File: config.mk
export PLATFORM = sky130hd
export DESIGN_NAME = mux_data_arb
export DESIGN_NICKNAME = d
export VERILOG_FILES = /design/src/rtl/mux_data_pkg.sv /design/src/rtl/arb_prio_pick.sv /design/src/rtl/mux_data_arb.sv
export SDC_FILE = /design/constraint.sdc
export NUM_CORES = 1
export LEC_CHECK = 0
export ABC_AREA = 1
export CORE_ASPECT_RATIO = 0.6
export CORE_UTILIZATION = 30
export CTS_CLUSTER_DIAMETER = 30
export DETAILED_ROUTE_END_ITERATION = 10
export GPL_ROUTABILITY_DRIVEN = 0
export GPL_TIMING_DRIVEN = 0
export PLACE_DENSITY = 0.56
export REMOVE_ABC_BUFFERS = 1
export SETUP_SLACK_MARGIN = 0.1
export SLEW_MARGIN = 20
export SYNTH_ARGS = -nofsm -noshare
export SYNTH_HDL_FRONTEND = slang
export SYNTH_SLANG_ARGS = --single-unit
File: constraint.sdc
create_clock -name clk -period 1.2 [get_ports clk]
set_input_delay 0.12 -clock clk [delete_from_list [all_inputs] [get_ports clk]]
set_output_delay 0.12 -clock clk [all_outputs]
set_load 0.02 [all_outputs]
File: src/rtl/mux_data_pkg.sv
// mux_data_pkg: shared constants for the mux_data_arb data-bus selector.
//   - FSM state encoding (ST_IDLE / ST_HOLD / ST_REL)
//   - default data width, channel count and watchdog limit
//   - conventional channel indices for the RTC data generators
package mux_data_pkg;

  localparam int DEF_DW  = 8;
  localparam int DEF_NCH = 4;
  localparam int DEF_TMO = 255;

  localparam logic [1:0] ST_IDLE = 2'd0;
  localparam logic [1:0] ST_HOLD = 2'd1;
  localparam logic [1:0] ST_REL  = 2'd2;

  localparam int CH_WI = 0;  // write-init
  localparam int CH_WF = 1;  // write-format
  localparam int CH_I  = 2;  // init
  localparam int CH_WR = 3;  // write-RTC

endpackage

File: src/rtl/arb_prio_pick.sv
// arb_prio_pick: combinational priority picker.
//   Searches req starting at index 'start', wrapping past NCH-1 to 0, and
//   returns the first set channel.
// Ports:
//   req      in   NCH   request vector
//   start    in   SELW  first index to examine
//   gnt_oh   out  NCH   one-hot winner (0 when no request)
//   gnt_idx  out  SELW  winner index (0 when no request)
//   any      out  1     at least one request present
module arb_prio_pick
  import mux_data_pkg::*;
#(
  parameter int NCH  = DEF_NCH,
  parameter int SELW = $clog2(DEF_NCH)
) (
  input  logic [NCH-1:0]  req,
  input  logic [SELW-1:0] start,
  output logic [NCH-1:0]  gnt_oh,
  output logic [SELW-1:0] gnt_idx,
  output logic            any
);

  always_comb begin
    gnt_oh  = '0;
    gnt_idx = '0;
    any     = 1'b0;
    for (int i = 0; i < NCH; i++) begin
      if (!any && req[(int'(start) + i) % NCH]) begin
        any     = 1'b1;
        gnt_idx = SELW'((int'(start) + i) % NCH);
        gnt_oh[(int'(start) + i) % NCH] = 1'b1;
      end
    end
  end

endmodule

File: src/rtl/mux_data_arb.sv
// mux_data_arb: N-channel data-bus selector between the per-operation data
// generators and the RTC bus-drive FSM. Grants one requesting source, latches
// its byte and holds it until the bus FSM reports done. A watchdog releases a
// grant that is held too long.
// Build option: define MUX_DATA_RR_EN for round-robin arbitration; otherwise
// fixed priority (lowest index wins).
// Ports:
//   clk         in   1       system clock
//   reset       in   1       async reset, active-low
//   req         in   NCH     per-channel request level
//   data_in     in   NCH*DW  channel k data at [k*DW +: DW]
//   done        in   1       transfer-finished pulse from bus FSM
//   grant       out  NCH     one-hot registered grant
//   sel         out  SELW    index of granted channel
//   data_out    out  DW      latched data of granted channel
//   data_valid  out  1       |grant
//   abort       out  1       pulse: granted req dropped before done
//   timeout     out  1       pulse: watchdog expired
//
// state   | meaning
// IDLE    | no grant, sampling requests
// HOLD    | grant active, data frozen, watchdog running
// REL     | grant dropped, one dead cycle before sampling again
module mux_data_arb
  import mux_data_pkg::*;
#(
  parameter int DW   = DEF_DW,
  parameter int NCH  = DEF_NCH,
  parameter int SELW = $clog2(NCH),
  parameter int TMO  = DEF_TMO
) (
  input  logic              clk,
  input  logic              reset,
  input  logic [NCH-1:0]    req,
  input  logic [NCH*DW-1:0] data_in,
  input  logic              done,
  output logic [NCH-1:0]    grant,
  output logic [SELW-1:0]   sel,
  output logic [DW-1:0]     data_out,
  output logic              data_valid,
  output logic              abort,
  output logic              timeout
);

  localparam int WDW = $clog2(TMO + 1);

  logic [1:0]      state;
  logic [WDW-1:0]  wd;
  logic [NCH-1:0]  pick_oh;
  logic [SELW-1:0] pick_idx;
  logic [SELW-1:0] pick_start;
  logic            pick_any;
  logic [DW-1:0]   pick_data;

`ifdef MUX_DATA_RR_EN
  // rr_ptr holds the index where the next search begins.
  logic [SELW-1:0] rr_ptr;
  assign pick_start = rr_ptr;

  always_ff @(posedge clk or negedge reset) begin
    if (!reset) begin
      rr_ptr <= '0;
    end else if (state == ST_IDLE && pick_any) begin
      rr_ptr <= (pick_idx == SELW'(NCH - 1)) ? '0 : pick_idx + 1'b1;
    end
  end
`else
  assign pick_start = '0;
`endif

  arb_prio_pick #(.NCH(NCH), .SELW(SELW)) u_pick (
    .req     (req),
    .start   (pick_start),
    .gnt_oh  (pick_oh),
    .gnt_idx (pick_idx),
    .any     (pick_any)
  );

  always_comb begin
    pick_data = '0;
    for (int k = 0; k < NCH; k++) begin
      if (pick_oh[k]) pick_data = data_in[k*DW +: DW];
    end
  end

  always_ff @(posedge clk or negedge reset) begin
    if (!reset) begin
      state    <= ST_IDLE;
      grant    <= '0;
      sel      <= '0;
      data_out <= '0;
      abort    <= 1'b0;
      timeout  <= 1'b0;
      wd       <= '0;
    end else begin
      abort   <= 1'b0;
      timeout <= 1'b0;
      case (state)
        ST_IDLE: begin
          if (pick_any) begin
            state    <= ST_HOLD;
            grant    <= pick_oh;
            sel      <= pick_idx;
            data_out <= pick_data;
            wd       <= '0;
          end
        end
        ST_HOLD: begin
          if (wd != WDW'(TMO)) wd <= wd + 1'b1;
          // done wins over a simultaneous request drop: the transfer completed.
          if (done) begin
            state <= ST_REL;
            grant <= '0;
          end else if (!req[sel]) begin
            state <= ST_REL;
            grant <= '0;
            abort <= 1'b1;
          end else if (wd == WDW'(TMO - 1)) begin
            state   <= ST_REL;
            grant   <= '0;
            timeout <= 1'b1;
          end
        end
        ST_REL:  state <= ST_IDLE;
        default: state <= ST_IDLE;
      endcase
    end
  end

  assign data_valid = |grant;

endmodule

==> impl_metrics.yaml, run 1 <==
synthesis:
  muxShareOfSynthArea: 0
  synth_top_family_by_area: "simple AND/OR/NAND/NOR gates"
  synth_area_mm2: 0.00166
  ys_ff_latch: 26
  syn_avg_cell_area_um2: 7.60
  synth_compound_area_frac: 0.0528
  ys.flop_type: "dfrtp_1"
  ys_seq_area_frac: 0.392
  async_flop_share: 1.00
  synth_area_leaders: "dfrtp_1 39%, nand2_1 19%, nand3_1 6.6%"
  synth-xor-area-share: 0
  synth-edff-count: 0
  ys_top_cells_by_count: "85 x nand2_1, 26 x dfrtp_1, 22 x nand3_1"
  synth-simple-area-share: 0.459
  yosysWarnings: 0
  synth_most_common_cell: "nand2_1"
  synthDistinctLibCells: 25
  synthAdderAreaFrac: 0.0151
  synthCells: 218
  yosys.area.top_type: "dfrtp_1"
  synth_top_area_share: 0.392
worst_setup_path:
  critPathCaptureType: "primary output"
  timing.rr.start: "wd[0]"
  crit_path_max_fanout: 3
  path_class: "flop to primary output"
  critPathLaunchType: "flop"
  critPathLaunch: "grant[3]"
  worst-endpoint-required_ns: 1.08
  timing.critical_path.to: "data_valid"
  r2r_cells: 8
  crit_arrival_ns: 1.34
  r2r_slack_ns: -0.19
  crit-reg2reg-capture: "wd[7]"
sta:
  worst_pin_slew_ns: 0.592
  drv_slew: 0
  finalHoldViolCount: 0
  fmax_mhz: 684
  hold-worst-slack_ns: 0.332
  fin_crit_sh: 1.22
  grt_setup_unrepaired: "yes"
  final.min_clock_period_ns: 1.46
  slew-limit-headroom: 0.605
  fin_setup_tns_ns: -1.77
  setup_viol: 13
  skew_ns: 0.00875
  finalWorstSetupSlack_ns: -0.261
route:
  ant_nets: 0
  totalWireLength_um: 4680
  via_count: 1657
  dr.first_iter.drc_count: 65
  routedWlPerCell_um: 13.1
  dr.pass1.iters: 7
  drc: 3
  post_drt_via_cell_ratio: 4.65
status:
  status: "finished, violations left"
  violations: "design-rule violations, negative setup slack"
pwr:
  vdd_drop_max_v: 0.000974
  powerDensity_mw_per_mm2: 1860
  p_clk_frac: 0.151
  internal-power_mw: 2.66
  p_leak_nw: 1.24
  p_comb_frac: 0.566
  seq_power_share: 0.283
  power.switching_mw: 2.16
  power_switching_share: 0.448
floorplanning:
  die_height_um: 59.6
  fp.coreArea_mm2: 0.00518
  initial_core_util: 0.320
  rows: 20
  die_width_um: 98.0
  ios: 56
  die-area_mm2: 0.00584
final_layout:
  layout-drive-gt1-share: 0.369
  num_antenna_cells: 0
  nNetsFinal: 332
  area_growth_pct: 56.3
clock_network:
  clock_latency_ns: 0.27
  clock-root-buffer: "clkbuf_8"
  htree_levels: 1
  cts_tree: "yes"
  path_clk_slew_ns: 0.09
  cts_max_path_buffers: 2
  numCtsBuffers: 3
  clock-sinks: 26
placement:
  dp_hpwl_um: 3410
  io_buffers: 55
  place_ws_ns: -0.694
global_route:
  grt_pass1_vias: 1544
  grt_usage: 0.169
  antenna_found_initial: 0
  grt.overflow.total: 0
  grt_pass1_wl_um: 7690
  grt_start_max_net_pins: 27
worst_hold_path:
  hold_start: "req[2]"
  hp-class: "input pin to flop"
run:
  cap_violations: 0
-- per-layer routing --
metal / vias up / GRT usage / part of all wire
li1: 845 / - / -
met1: 761 / 0.266 / 0.53
met5: - / 0 / 0
met3: 2 / 0.0330 / 0.059
met2: 49 / 0.239 / 0.41
met4: 0 / 0.0260 / 0.0015
-- cells in the final DEF, fill, tap and decap left out, drive strengths merged --
| master | synthesis | routed |
|---|---|---|
| nor3b | 1 | 1 |
| clkdlybuf4s15 | 0 | 3 |
| dfrtp | 26 | 26 |
| nand4 | 8 | 8 |
| ha | 2 | 2 |
| bufinv | 0 | 1 |
| a21oi | 2 | 2 |
| o21ai | 8 | 8 |
| nand2 | 95 | 96 |
| dlygate4sd3 | 0 | 1 |
| nand3 | 25 | 25 |
| nor2 | 17 | 17 |
| a31oi | 1 | 1 |
| clkdlybuf4s50 | 0 | 34 |
| clkinv | 0 | 1 |
| buf | 4 | 20 |
| a22oi | 1 | 1 |
| or4 | 1 | 1 |
| nor3 | 3 | 3 |
| dlymetal6s2s | 0 | 1 |
| inv | 24 | 23 |
| clkbuf | 0 | 15 |
-- area by class of cell --
cell class                 count  area [um2]
tap                           66        82.6
clock buffer                   3        41.3
sequential                    26         652
multi-input combinational    165        1050
timing repair buffer          71         614
fill                         498        2590
inverter                      24         123
clock inverter                 1        30.0
-- per-stage QoR --
stage / cells / instance area [um2] / utilization / power, mW
2_1_floorplan: 214 / 1620 / - / 2.72
3_3_place_gp: 335 / 2250 / 0.435 / 3.62
3_5_place_dp: 335 / 2250 / 0.434 / 3.61
4_1_cts: 349 / 2490 / 0.481 / 4.55
5_1_grt: 356 / 2590 / 0.500 / 5.15
6_report: 356 / 2590 / 0.500 / 4.82
-- timing repair --
action                     in CTS  in global routing
setup endpoints to repair      43                 40
hold endpoints to repair       26                  0
hold buffers                    1                  0
cloned                          0                  1
buffers inserted                9                  7
resized for setup              69                 56
pin swaps                      17                 24
-- worst max-delay path, stage by stage (launching register included) --
cell     delay [ns]
dfrtp_1        0.40
or4_4          0.53
buf_6          0.14
-- sequential cells by signal (all words and copies together), names as in the netlist --
signal	cells
abort	1
data_out	8
grant	4
sel	2
state	2
timeout	1
wd	8
-- power groups by stage --
stage | sequential [mW] | clock [mW] | combinational, mW
finish | 1.36 | 0.727 | 2.73
detailed placement | 1.37 | 0 | 2.25
global placement | 1.37 | 0 | 2.25
floorplan | 1.60 | 0 | 1.12
CTS | 1.36 | 0.744 | 2.45
global route | 1.40 | 0.795 | 2.95
-- worst min path at each step --
stage	cells after the start	endpoint	slack (ns)
finish	6	sel[0]	0.33
global route	6	sel[0]	0.35
CTS	2	wd[7]	0.41
detailed placement	1	grant[3]	0.18
global placement	2	data_out[2]	0.46
floorplan	0	abort	-0.18
-- kinds of logic after synthesis --
| logic type | count (synthesis) |
|---|---|
| AO/OA/AOI/OAI | 12 |
| adder cells (fa/ha/maj) | 2 |
| AND/OR/NAND/NOR | 150 |
| buffers and inverters | 28 |
| flip-flops | 26 |
Note: power is estimated with default switching activity, not from simulation.
==> run 2, diff against run 1 <==
TNS_END_PERCENT = 10   (was default)
==> run 2 against run 1 <==
Effect of this change: the run still ends with design-rule violations, negative setup slack left; sequential share of layout area increased by 1.1 points; sequential cell count unchanged; critical path depth unchanged; register-to-register slack about the same; hold slack improved by 0.041 ns; fmax increased by 0.19%; via count decreased by 2.9%; clock-buffer cell count unchanged; combinational power decreased by 9.2%; routed wire length decreased by 4.3%; core utilization decreased by 2.1 points; global-route usage decreased by 0.61 points.
==> impl_metrics.yaml, run 2 (same netlist as run 1, synthesis figures left out) <==
status:
  status: "finished, violations left"
  violations: "design-rule violations, negative setup slack"
sta:
  drv_slew: 0
  skew_ns: 0.00795
  fin_crit_sh: 1.22
  fmax_mhz: 686
  finalHoldViolCount: 0
  worst_pin_slew_ns: 0.587
  fin_setup_tns_ns: -2.37
  hold-worst-slack_ns: 0.374
  final.min_clock_period_ns: 1.46
  setup_viol: 15
  slew-limit-headroom: 0.608
  grt_setup_unrepaired: "yes"
  finalWorstSetupSlack_ns: -0.259
global_route:
  grt_pass1_vias: 1519
  grt_start_max_net_pins: 27
  grt_pass1_wl_um: 7470
  grt_usage: 0.163
  grt.overflow.total: 0
  antenna_found_initial: 0
route:
  dr.first_iter.drc_count: 63
  totalWireLength_um: 4470
  post_drt_via_cell_ratio: 4.58
  via_count: 1609
  ant_nets: 0
  routedWlPerCell_um: 12.7
  dr.pass1.iters: 7
  drc: 3
final_layout:
  num_antenna_cells: 0
  utilization: 0.479
  layout-drive-gt1-share: 0.274
  top_regs: "data_out x8, wd x8, grant x4"
  area_growth_pct: 49.7
  final_cell_mix: "81 x nand2_1, 35 x clkdlybuf4s50_1, 25 x dfrtp_1, 21 x nand3_1, 13 x inv_1"
  final_common_cell: "nand2_1"
  nNetsFinal: 327
  finalNonFillerCells: 351
worst_setup_path:
  crit_arrival_ns: 1.34
  critical_path.cell_chain: "or4_4 -> buf_6"
  critPathSlowestCell: "or4_4"
  crit_path_max_fanout: 3
  slowest_delay_ns: 0.53
  critPathLaunchType: "flop"
  critPathCaptureType: "primary output"
  path_class: "flop to primary output"
  timing.rr.start: "wd[1]"
  crit-reg2reg-capture: "wd[3]"
  worst-endpoint-required_ns: 1.08
  r2r_cells: 8
  r2r_slack_ns: -0.20
placement:
  placedCellCount: 335
  dp_hpwl_um: 3410
  io_buffers: 55
clock_network:
  clock-sinks: 26
  clock_latency_ns: 0.28
  cts_max_path_buffers: 2
  numCtsBuffers: 3
  htree_levels: 1
  path_clk_slew_ns: 0.09
  cts_tree: "yes"
  clock-root-buffer: "clkbuf_8"
floorplanning:
  die-area_mm2: 0.00584
  die_width_um: 98.0
  initial_core_util: 0.320
  fp.coreArea_mm2: 0.00518
  ios: 56
  die_height_um: 59.6
  rows: 20
worst_hold_path:
  hp-class: "input pin to asynchronous set/reset pin"
run:
  cap_violations: 0
pwr:
  powerDensity_mw_per_mm2: 1840
  vdd_drop_max_v: 0.000837
  finalPower_mw: 4.57
  p_leak_nw: 1.18
run 2: cell count changes in the layout (fill, tap and decap cells not counted), sizes merged:
cell           delta
clkdlybuf4s50     +1
buf               -6
nand2             -1
clkbuf            -5
dlymetal6s2s      -1
clkdlybuf4s15     +2
dlygate4sd2       +5
run 2: critical path: cells and delay by family (launching register included):
| kind | cells | cell delay (ns) |
|---|---|---|
| AND/OR/NAND/NOR | 1 | 0.53 |
| buffers and inverters | 1 | 0.14 |
| flip-flops | 1 | 0.39 |
run 2: timing repair:
action / CTS / global route
pin swaps: 5 / 14
endpoints found under the hold margin: 26 / 0
endpoints found under the setup margin: 43 / 41
hold buffers: 1 / 0
gates resized for setup: 46 / 34
buffers inserted: 4 / 8
run 2: cell type report:
| cell class | instances | area, um2 |
|---|---|---|
| Sequential cell | 26 | 652 |
| Clock inverter | 1 | 30.0 |
| Multi-Input combinational cell | 164 | 952 |
| Inverter | 24 | 120 |
| Tap cell | 66 | 82.6 |
| Fill cell | 508 | 2700 |
| Timing Repair Buffer | 67 | 604 |
| Clock buffer | 3 | 41.3 |
run 2: how the worst max path moves through the flow:
| stage | from | endpoint | slack (ns) | cells past startpoint |
|---|---|---|---|---|
| after floorplan | wd[1] | wd[7] | -0.11 | 8 |
| after global routing | grant[2] | data_valid | -0.32 | 2 |
| after global placement | req[1] | data_out[6] | -0.69 | 9 |
| after detailed placement | req[0] | data_out[3] | -0.69 | 9 |
| after CTS | grant[0] | data_valid | -0.26 | 2 |
| final | grant[2] | data_valid | -0.26 | 2 |
run 2: metal layers:
layer / track usage / vias to the layer above / share of wire
met5: 0 / - / 0
met4: 0.0260 / 0 / 0.0042
met3: 0.0342 / 5 / 0.041
met2: 0.225 / 33 / 0.40
met1: 0.259 / 738 / 0.56
li1: - / 833 / -
run 2: through the flow:
step           cell area [um2]  setup slack, ns
4_1_cts                   2380           -0.263
5_1_grt                   2480           -0.317
2_1_floorplan             1620           -0.111
6_report                  2480           -0.259
3_3_place_gp              2250           -0.688
3_5_place_dp              2250           -0.694
run 2: power by group:
part	total, mW	leakage, nW	internal [mW]	switching (mW)
clock	0.727	0.0357	0.447	0.281
sequential	1.36	0.338	1.16	0.208
combinational	2.48	0.806	0.991	1.49
==> run 3, diff against run 2 <==
CORE_UTILIZATION = 41   (was 30)
PLACE_DENSITY = 0.73   (was 0.56)
==> run 3 against run 2 <==
Effect of this change: the flow still finishes with violations (design-rule violations, negative setup slack); sequential cell count is the same; total power fell by 5.4%; routed wire length shrank 1.5%; die area is 26% lower; first-iteration DRC count grew 94%; critical path type unchanged; largest cell class unchanged; highest routed layer unchanged.
==> impl_metrics.yaml, run 3 (same netlist as run 1, synthesis figures left out) <==
placement:
  dp_hpwl_um: 3380
  io_buffers: 55
  placedCellCount: 316
clock_network:
  htree_levels: 1
  clock-root-buffer: "clkbuf_8"
  clock_latency_ns: 0.27
  numCtsBuffers: 3
  cts_max_path_buffers: 2
  clock-sinks: 26
  path_clk_slew_ns: 0.09
  cts_tree: "yes"
worst_setup_path:
  critPathCaptureType: "primary output"
  crit_arrival_ns: 1.34
  path_class: "flop to primary output"
  critPathLaunchType: "flop"
  worst-endpoint-required_ns: 1.08
  crit_path_max_fanout: 3
sta:
  fmax_mhz: 683
  setup_viol: 14
  finalWorstSetupSlack_ns: -0.263
  hold-worst-slack_ns: 0.377
  slew-limit-headroom: 0.605
  final.min_clock_period_ns: 1.46
  skew_ns: 0.00584
  fin_crit_sh: 1.22
  worst_pin_slew_ns: 0.592
  drv_slew: 0
  grt_setup_unrepaired: "yes"
  finalHoldViolCount: 0
final_layout:
  layout-drive-gt1-share: 0.238
  final_common_cell: "nand2_1"
  nNetsFinal: 323
  finalNonFillerCells: 328
  multi_input_area_um2: 927
  top_regs: "data_out x8, wd x8, grant x4"
  num_antenna_cells: 0
  regArea_um2: 652
  num-fill-cells: 355
  area_growth_pct: 43.4
  final_cell_mix: "82 x nand2_1, 35 x clkdlybuf4s50_1, 25 x dfrtp_1, 21 x nand3_1, 14 x inv_1"
pwr:
  p_clk_frac: 0.131
  p_leak_nw: 1.13
  power_switching_share: 0.450
  power.switching_mw: 1.94
  internal-power_mw: 2.38
  vdd_drop_max_v: 0.00108
  seq_power_share: 0.315
  powerDensity_mw_per_mm2: 1820
  finalPower_mw: 4.32
  p_comb_frac: 0.554
route:
  routedWlPerCell_um: 13.4
  totalWireLength_um: 4410
  dr.first_iter.drc_count: 122
  via_count: 1625
  post_drt_via_cell_ratio: 4.95
  dr.pass1.iters: 7
  drc: 4
  ant_nets: 0
floorplanning:
  die-area_mm2: 0.00431
  ios: 56
  rows: 17
  die_width_um: 84.1
  die_height_um: 51.3
  initial_core_util: 0.440
  fp.coreArea_mm2: 0.00376
status:
  status: "finished, violations left"
  violations: "design-rule violations, negative setup slack"
global_route:
  grt_start_max_net_pins: 27
  grt_pass1_vias: 1505
  antenna_found_initial: 0
  grt.overflow.total: 0
  grt_pass1_wl_um: 7480
  grt_usage: 0.223
worst_hold_path:
  hp-class: "input pin to asynchronous set/reset pin"
run:
  cap_violations: 0
## run 3: cell count changes in the layout (fill, tap and decap cells not counted), sizes merged
cell | before | now
buf | 14 | 10
dlygate4sd2 | 5 | 4
clkdlybuf4s15 | 5 | 8
clkbuf | 10 | 8
nand2 | 95 | 96
bufinv | 1 | 0
## run 3: path summary, 6_finish.rpt
check | start | to | slack (ns) | depth (start not counted)
worst max register to register | wd[1] | wd[3] | -0.17 | 8
worst min register to register | data_out[2] | data_out[2] | 0.48 | 2
max in group asynchronous | reset | sel[0] | 0.40 | 2
worst min-delay path | reset | wd[7] | 0.38 | 2
min in group clk | done | abort | 0.48 | 2
worst max-delay path | grant[2] | data_valid | -0.26 | 2
## run 3: routing by layer
layer  track usage  part of all wire  vias to the layer above
met3        0.0565             0.069                        8
met5             0                 0                        -
met2         0.307              0.39                       48
met4        0.0374             0.011                        0
met1         0.346              0.53                      748
li1              -                 -                      821
## run 3: area by class of cell
| cell class | instances | area share |
|---|---|---|
| Tap cell | 47 | 0.0247 |
| Clock buffer | 4 | 0.0232 |
| Timing Repair Buffer | 62 | 0.241 |
| Sequential cell | 26 | 0.274 |
| Inverter | 24 | 0.0474 |
| Multi-Input combinational cell | 165 | 0.390 |
## run 3: through the flow
stage          setup TNS (ns)   util  setup WS (ns)  cell area, um2
2_1_floorplan          -0.731      -         -0.111            1620
5_1_grt                 -3.18  0.631         -0.290            2380
6_report                -1.86  0.631         -0.263            2380
3_5_place_dp           -14.92  0.591         -0.679            2220
3_3_place_gp           -23.87  0.592         -0.660            2230
4_1_cts                 -1.99  0.629         -0.270            2370
## run 3: power by group through the flow
stage	clock network, mW	registers [mW]	logic (mW)
floorplan	0	1.60	1.12
global placement	0	1.36	2.21
detailed placement	0	1.37	2.23
CTS	0.577	1.35	2.40
global route	0.601	1.40	2.61
finish	0.566	1.36	2.40
## run 3: repair_timing
item,CTS,global route
hold buffers,1,0
pin swaps,10,9
endpoints found under the setup margin,43,38
buffers inserted,4,2
cloned,1,0
hold endpoints to repair,26,0
resized for setup,54,13
## run 3: worst max-delay path, stage by stage (launching register included)
cell and delay (ns):
dfrtp_1 0.40, or4_4 0.53, buf_6 0.15
